--- config.mk ---
export PLATFORM = sky130hd
export DESIGN_NAME = sim_run_ctrl
export DESIGN_NICKNAME = d
export VERILOG_FILES = /design/src/rtl/sim_run_ctrl_pkg.sv /design/src/rtl/sim_run_ctrl_core_cycle_ctr.sv /design/src/rtl/sim_run_ctrl.sv
export SDC_FILE = /design/constraint.sdc
export NUM_CORES = 1
export LEC_CHECK = 0
export CAP_MARGIN = 20
export CORE_MARGIN = 1
export CORE_UTILIZATION = 54
export CTS_BUF_LIST = sky130_fd_sc_hd__clkbuf_8
export CTS_CLUSTER_DIAMETER = 120
export CTS_CLUSTER_SIZE = 25
export DETAILED_ROUTE_END_ITERATION = 8
export GPL_TIMING_DRIVEN = 1
export PLACE_DENSITY = 0.8
export SLEW_MARGIN = 20
export SYNTH_ARGS = -nofsm -noshare
export SYNTH_HDL_FRONTEND = slang
export SYNTH_SLANG_ARGS = --single-unit
--- constraint.sdc ---
create_clock -name clk -period 2.4 [get_ports clk]
set_input_delay 0.48 -clock clk [delete_from_list [all_inputs] [get_ports clk]]
set_output_delay 0.48 -clock clk [all_outputs]
set_load 0.05 [all_outputs]
--- src/rtl/sim_run_ctrl_pkg.sv ---
`default_nettype none
// +----------------------------------------------------------------------+
// | sim_run_pkg : shared states, config check and slice helper          |
// | rev 1.0                                                              |
// +----------------------------------------------------------------------+

// True when a MAX_CYCLES budget is representable in a W-bit counter.
`define SIM_RUN_CNT_FITS(MAXV, W) (((MAXV) >= 1) && (64'(MAXV) <= ((64'd1 << (W)) - 64'd1)))

package sim_run_pkg;

  localparam int unsigned ST_W = 2;

  typedef enum logic [ST_W-1:0] {
    ST_IDLE  = 2'd0,
    ST_RESET = 2'd1,
    ST_RUN   = 2'd2,
    ST_DONE  = 2'd3
  } run_state_e;

  function automatic int unsigned cc_lsb(input int unsigned core, input int unsigned cnt_w);
    return core * cnt_w;
  endfunction

endpackage

`default_nettype wire

--- src/rtl/sim_run_ctrl_core_cycle_ctr.sv ---
`default_nettype none
// +----------------------------------------------------------------------+
// | core_cycle_ctr : per-core saturating cycle counter with halt latch  |
// | rev 1.0                                                              |
// +----------------------------------------------------------------------+

module core_cycle_ctr
  import sim_run_pkg::*;
#(
  parameter int unsigned CNT_W = 32
) (
  input  logic             clk,
  input  logic             rst,
  input  logic             clr,
  input  logic             run,
  input  logic             halt,
  output logic [CNT_W-1:0] count,
  output logic             halted
);

  logic [CNT_W-1:0] count_q, count_d;
  logic             halted_q, halted_d;

  always_comb begin
    count_d  = count_q;
    halted_d = halted_q;
    if (clr) begin
      count_d  = '0;
      halted_d = 1'b0;
    end else if (run && !halted_q) begin
      // the halting cycle itself is not charged to the core
      if (halt) begin
        halted_d = 1'b1;
      end else if (count_q != '1) begin
        count_d = count_q + CNT_W'(1);
      end
    end
  end

  always_ff @(posedge clk) begin
    if (rst) begin
      count_q  <= '0;
      halted_q <= 1'b0;
    end else begin
      count_q  <= count_d;
      halted_q <= halted_d;
    end
  end

  assign count  = count_q;
  assign halted = halted_q;

endmodule

`default_nettype wire

--- src/rtl/sim_run_ctrl.sv ---
`default_nettype none
// +----------------------------------------------------------------------+
// | sim_run_ctrl : core reset sequencing, run watchdog, cycle accounting |
// | rev 1.0                                                              |
// +----------------------------------------------------------------------+

module sim_run_ctrl
  import sim_run_pkg::*;
#(
  parameter int unsigned     NUM_CORES     = 1,
  parameter int unsigned     CNT_W         = 32,
  parameter int unsigned     RST_CYCLES    = 2,
  parameter longint unsigned MAX_CYCLES    = 100,
  parameter bit              STOP_ON_FIRST = 1'b0
) (
  input  logic                       clk,
  input  logic                       rst,
  input  logic                       start,
  input  logic [NUM_CORES-1:0]       halt,
  output logic                       core_rst,
  output logic                       running,
  output logic [NUM_CORES-1:0]       halted_mask,
  output logic [NUM_CORES*CNT_W-1:0] cycles_consumed,
  output logic [CNT_W-1:0]           total_cycles,
  output logic                       done,
  output logic                       done_pulse,
  output logic                       timeout
);

  localparam int unsigned      RST_W    = (RST_CYCLES > 1) ? $clog2(RST_CYCLES) : 1;
  localparam logic [RST_W-1:0] RST_LAST = RST_W'(RST_CYCLES - 1);
  localparam logic [CNT_W-1:0] RUN_LAST = CNT_W'(MAX_CYCLES - 1);

  if (!(`SIM_RUN_CNT_FITS(MAX_CYCLES, CNT_W)) || (NUM_CORES < 1) || (RST_CYCLES < 1)) begin : g_bad_cfg
    $error("sim_run_ctrl: illegal parameter set");
  end

  run_state_e           state_q, state_d;
  logic [RST_W-1:0]     rst_cnt_q, rst_cnt_d;
  logic [CNT_W-1:0]     total_q, total_d;
  logic                 timeout_q, timeout_d;
  logic                 done_pulse_q, done_pulse_d;
  logic                 clr;
  logic                 in_run;
  logic                 complete;
  logic                 budget_hit;
  logic [NUM_CORES-1:0] mask;
  logic [NUM_CORES-1:0] mask_nxt;

  assign in_run = (state_q == ST_RUN);

  always_comb begin
    state_d   = state_q;
    rst_cnt_d = rst_cnt_q;
    total_d   = total_q;
    timeout_d = timeout_q;
    clr       = 1'b0;
    // completion looks at the mask as it will be after this edge
    mask_nxt   = mask | halt;
    complete   = STOP_ON_FIRST ? (|mask_nxt) : (&mask_nxt);
    budget_hit = (total_q == RUN_LAST);
    case (state_q)
      ST_IDLE, ST_DONE: begin
        if (start) begin
          state_d   = ST_RESET;
          clr       = 1'b1;
          rst_cnt_d = '0;
          total_d   = '0;
          timeout_d = 1'b0;
        end
      end
      ST_RESET: begin
        if (rst_cnt_q == RST_LAST) begin
          state_d = ST_RUN;
        end else begin
          rst_cnt_d = rst_cnt_q + RST_W'(1);
        end
      end
      ST_RUN: begin
        if (total_q != '1) begin
          total_d = total_q + CNT_W'(1);
        end
        if (complete) begin
          state_d   = ST_DONE;
          timeout_d = 1'b0;
        end else if (budget_hit) begin
          state_d   = ST_DONE;
          timeout_d = 1'b1;
        end
      end
      default: state_d = ST_IDLE;
    endcase
    done_pulse_d = (state_d == ST_DONE) && (state_q != ST_DONE);
  end

  always_ff @(posedge clk) begin
    if (rst) begin
      state_q      <= ST_IDLE;
      rst_cnt_q    <= '0;
      total_q      <= '0;
      timeout_q    <= 1'b0;
      done_pulse_q <= 1'b0;
    end else begin
      state_q      <= state_d;
      rst_cnt_q    <= rst_cnt_d;
      total_q      <= total_d;
      timeout_q    <= timeout_d;
      done_pulse_q <= done_pulse_d;
    end
  end

  for (genvar i = 0; i < NUM_CORES; i++) begin : g_core
    core_cycle_ctr #(
      .CNT_W (CNT_W)
    ) u_ctr (
      .clk    (clk),
      .rst    (rst),
      .clr    (clr),
      .run    (in_run),
      .halt   (halt[i]),
      .count  (cycles_consumed[cc_lsb(i, CNT_W) +: CNT_W]),
      .halted (mask[i])
    );
  end

  assign core_rst     = (state_q != ST_RUN);
  assign running      = in_run;
  assign done         = (state_q == ST_DONE);
  assign done_pulse   = done_pulse_q;
  assign timeout      = timeout_q;
  assign halted_mask  = mask;
  assign total_cycles = total_q;

endmodule

`default_nettype wire

==> impl_metrics.json <==
{
  "dieWidth_um": 85.26,
  "p_clk_share_pct": 41.6,
  "antenna_cells": 0,
  "rsz0062_at_grt": "no",
  "clock_latency_ns": 0.35,
  "row_count": 29,
  "setup_ws_ns": 0.1795,
  "setup_viol": 0,
  "vias_per_cell": 6.272,
  "arrival_ns": 1.74,
  "via_count": 3870,
  "yosysTopAreaCell": "dfxtp_1",
  "clk_pin_slew_ns": 0.07,
  "critPathKind": "flop to output port",
  "drt_iter0_markers": 290,
  "grt_usage_pct": 28.97,
  "antenna_found_initial": 0,
  "cp_slowest_cell": "clkdlybuf4s50_1",
  "detail_route.wl_per_cell_um": 16.32,
  "netlist_top_cells_area": "dfxtp_1 (37%), a21oi_1 (6.6%), or3_1 (5.2%)",
  "numCtsBuffers": 9,
  "crit_fanout": 3,
  "min_path_cells": 2,
  "tightestPinTransition_ns": 0.5670,
  "post-place-ws_ns": -0.07195,
  "synthDistinctLibCells": 61,
  "ff2ff_path_depth": 7,
  "cts_buffer_depth": 2,
  "finalNonFillerCells": 617,
  "power.switching_uw": 547.3,
  "synth-edff-count": 0,
  "yosysTopAreaCellShare_pct": 37.43,
  "grt_start_max_net_pins": 25,
  "seq_area_frac_synth_pct": 37.43,
  "relSlewSlack_pct": 61.92,
  "worst_clock_skew_ns": 0.01295,
  "p_seq_share_pct": 51.8,
  "io_pins": 74,
  "hpwlAfterDp_um": 7358,
  "drc": 0,
  "startpoint_type": "flop",
  "crit_chain": "ha_1, clkdlybuf4s50_1",
  "port_buffers": 73,
  "placed_area_um2": 4618,
  "die_y_um": 85.26,
  "finalWeightedCongestion": 0.8606,
  "synth_compound_area_share_pct": 19.18,
  "htreeDepth": 3,
  "dieArea_um2": 7269,
  "p_per_area_nw_per_um2": 469.3,
  "p_int_uw": 1718,
  "core_um2": 6531,
  "period_minus_slack_ns": 2.220,
  "numClockSinks": 70,
  "syn-num-nets": 457,
  "fin_area_um2": 4828,
  "synth_flop_cell": "dfxtp_1",
  "drt.antenna.violating_nets": 0,
  "synth_top_family_by_area": "simple AND/OR/NAND/NOR gates",
  "synth-seq-cells": 70,
  "final_hold_viol_count": 0,
  "final_common_cell": "clkdlybuf4s50_1",
  "postCtsHoldBufs": 0,
  "cts_root_buffer": "clkbuf_8",
  "crit_path_end_kind": "output port",
  "fin_tns_setup_ns": 0,
  "syn_avg_cell_area_um2": 8.356,
  "synthAdderAreaFrac_pct": 1.671,
  "grt_pass1_vias": 3507,
  "drv_slew": 0,
  "drt_pass1_iterations": 5,
  "total_power_uw": 2266,
  "postSynthCellCount": 448,
  "cp.required_ns": 1.92,
  "hold_path.class": "flop to flop",
  "critical-path-max-stage-delay_ns": 0.80,
  "cts_tree": "done",
  "status": "finished, final reports clean",
  "post_cts.repair.setup_buffers": 0,
  "ys_warn_count": 0,
  "grt-ovfl-total": 0,
  "async_reset_ff_share_pct": 0,
  "p_leak_uw": 0.001553,
  "wirelength_um": 10070,
  "synth_xor_area_share_pct": 3.509,
  "syn_area_um2": 3744,
  "drive_above_1_share_pct": 10.93,
  "final_cell_mix": "clkdlybuf4s50_1 (71), dfxtp_1 (69), a21oi_1 (49), nand2_1 (33)",
  "drv_cap": 0,
  "fmax_mhz": 450.4,
  "fill_cells": 511,
  "final_nets": 544,
  "syn_to_final_growth_pct": 28.98,
  "synth-simple-area-share_pct": 34.49,
  "synthMuxAreaShare_pct": 0.5682,
  "place_inst": 601,
  "combinationalPowerShare_pct": 6.5,
  "sw_frac_of_total_pct": 24.16,
  "grt_pass1_wl_um": 16930,
  "finalCritPeriodShare_pct": 92.52,
  "ir_drop_mv": 0.3583,
  "initial_core_util_pct": 57.32
}
==> power by group through the flow <==
stage	Clock (uW)	Combinational, uW	Sequential [uW]
final	943	148	1170
after global routing	1000	161	1180
after CTS	950	142	1170
after detailed placement	0	141	1200
after global placement	0	139	1200
after floorplan	0	92.6	1210
==> critical path: cells and delay by family (launching register included) <==
kind       cells  cell delay [ns]
flops          1             0.40
fa+ha+maj      1             0.20
buf+inv        1             0.80
==> timing repair <==
item	in CTS	in global routing
hold endpoints to repair	0	0
pin swaps	0	0
resized for setup	1	4
endpoints found under the setup margin	1	8
==> Yosys cell counts, drive strengths merged (2+ instances only) <==
master,number
a211oi,6
a21oi,49
a31o,4
a31oi,2
and2,5
and3,9
and4,11
buf,6
clkbuf,7
dfxtp,70
ha,5
inv,9
nand2,34
nand2b,2
nand3,22
nand4,23
nor2,31
nor2b,4
nor3,10
nor3b,2
nor4,16
o2111ai,2
o211ai,2
o21a,3
o21ai,34
o21bai,2
o31a,4
o31ai,6
or2,2
or3,32
or4,10
xnor2,13
xor2,2
==> state kept, by name (all words and copies together) (netlist names) <==
signal               flops
done_pulse               1
g_core.u_ctr.count      32
g_core.u_ctr.halted      1
rst_cnt_q                1
state_q                  2
timeout                  1
total_cycles            32
==> cell type report <==
cell class	instances	area (um^2)	share of cell area [%]
inverters	9	33.78	0.6997
repair buffers	90	854.6	17.70
well taps	77	96.34	1.995
flip-flops and latches	70	1403	29.05
clock inverters	6	55.05	1.140
clock buffers	10	137.6	2.850
multi-input cells	355	2248	46.57
==> logic make-up (layout without fill, tap and decap cells) <==
| kind of cell | count (synthesis) | after routing |
|---|---|---|
| mux | 2 | 2 |
| flops | 70 | 70 |
| xor+xnor | 15 | 15 |
| compound gates | 118 | 118 |
| simple gates | 215 | 215 |
| buf+inv | 23 | 115 |
| fa+ha+maj | 5 | 5 |
==> layer usage <==
layer  global-route usage [%]  wire length [um]  vias up
li1                         -                 -     1886
met1                    41.25              4749     1854
met2                    43.91              4527      113
met3                    4.572               601       17
met4                    11.67               194        0
met5                        0                 0        -
==> path summary, 6_finish.rpt <==
check / slack, ns / from / endpoint
hold reg to reg: 0.50 / g_core[0].u_ctr.count[6]$_SDFFE_PP0P_ / g_core[0].u_ctr.count[6]$_SDFFE_PP0P_
hold / removal: 0.50 / g_core[0].u_ctr.count[6]$_SDFFE_PP0P_ / g_core[0].u_ctr.count[6]$_SDFFE_PP0P_
setup reg to reg: 0.23 / state_q[0]$_SDFF_PP0_ / g_core[0].u_ctr.count[27]$_SDFFE_PP0P_
setup / recovery: 0.18 / state_q[1]$_SDFF_PP0_ / done
==> through the flow <==
step	hold slack, ns	util [%]
after global placement	0.4846	70.71
after global routing	0.5185	73.93
after floorplan	0.4792	-
final	0.4988	73.93
after detailed placement	0.4888	70.71
after CTS	0.4985	73.64
(Power assumes the default switching activity.)
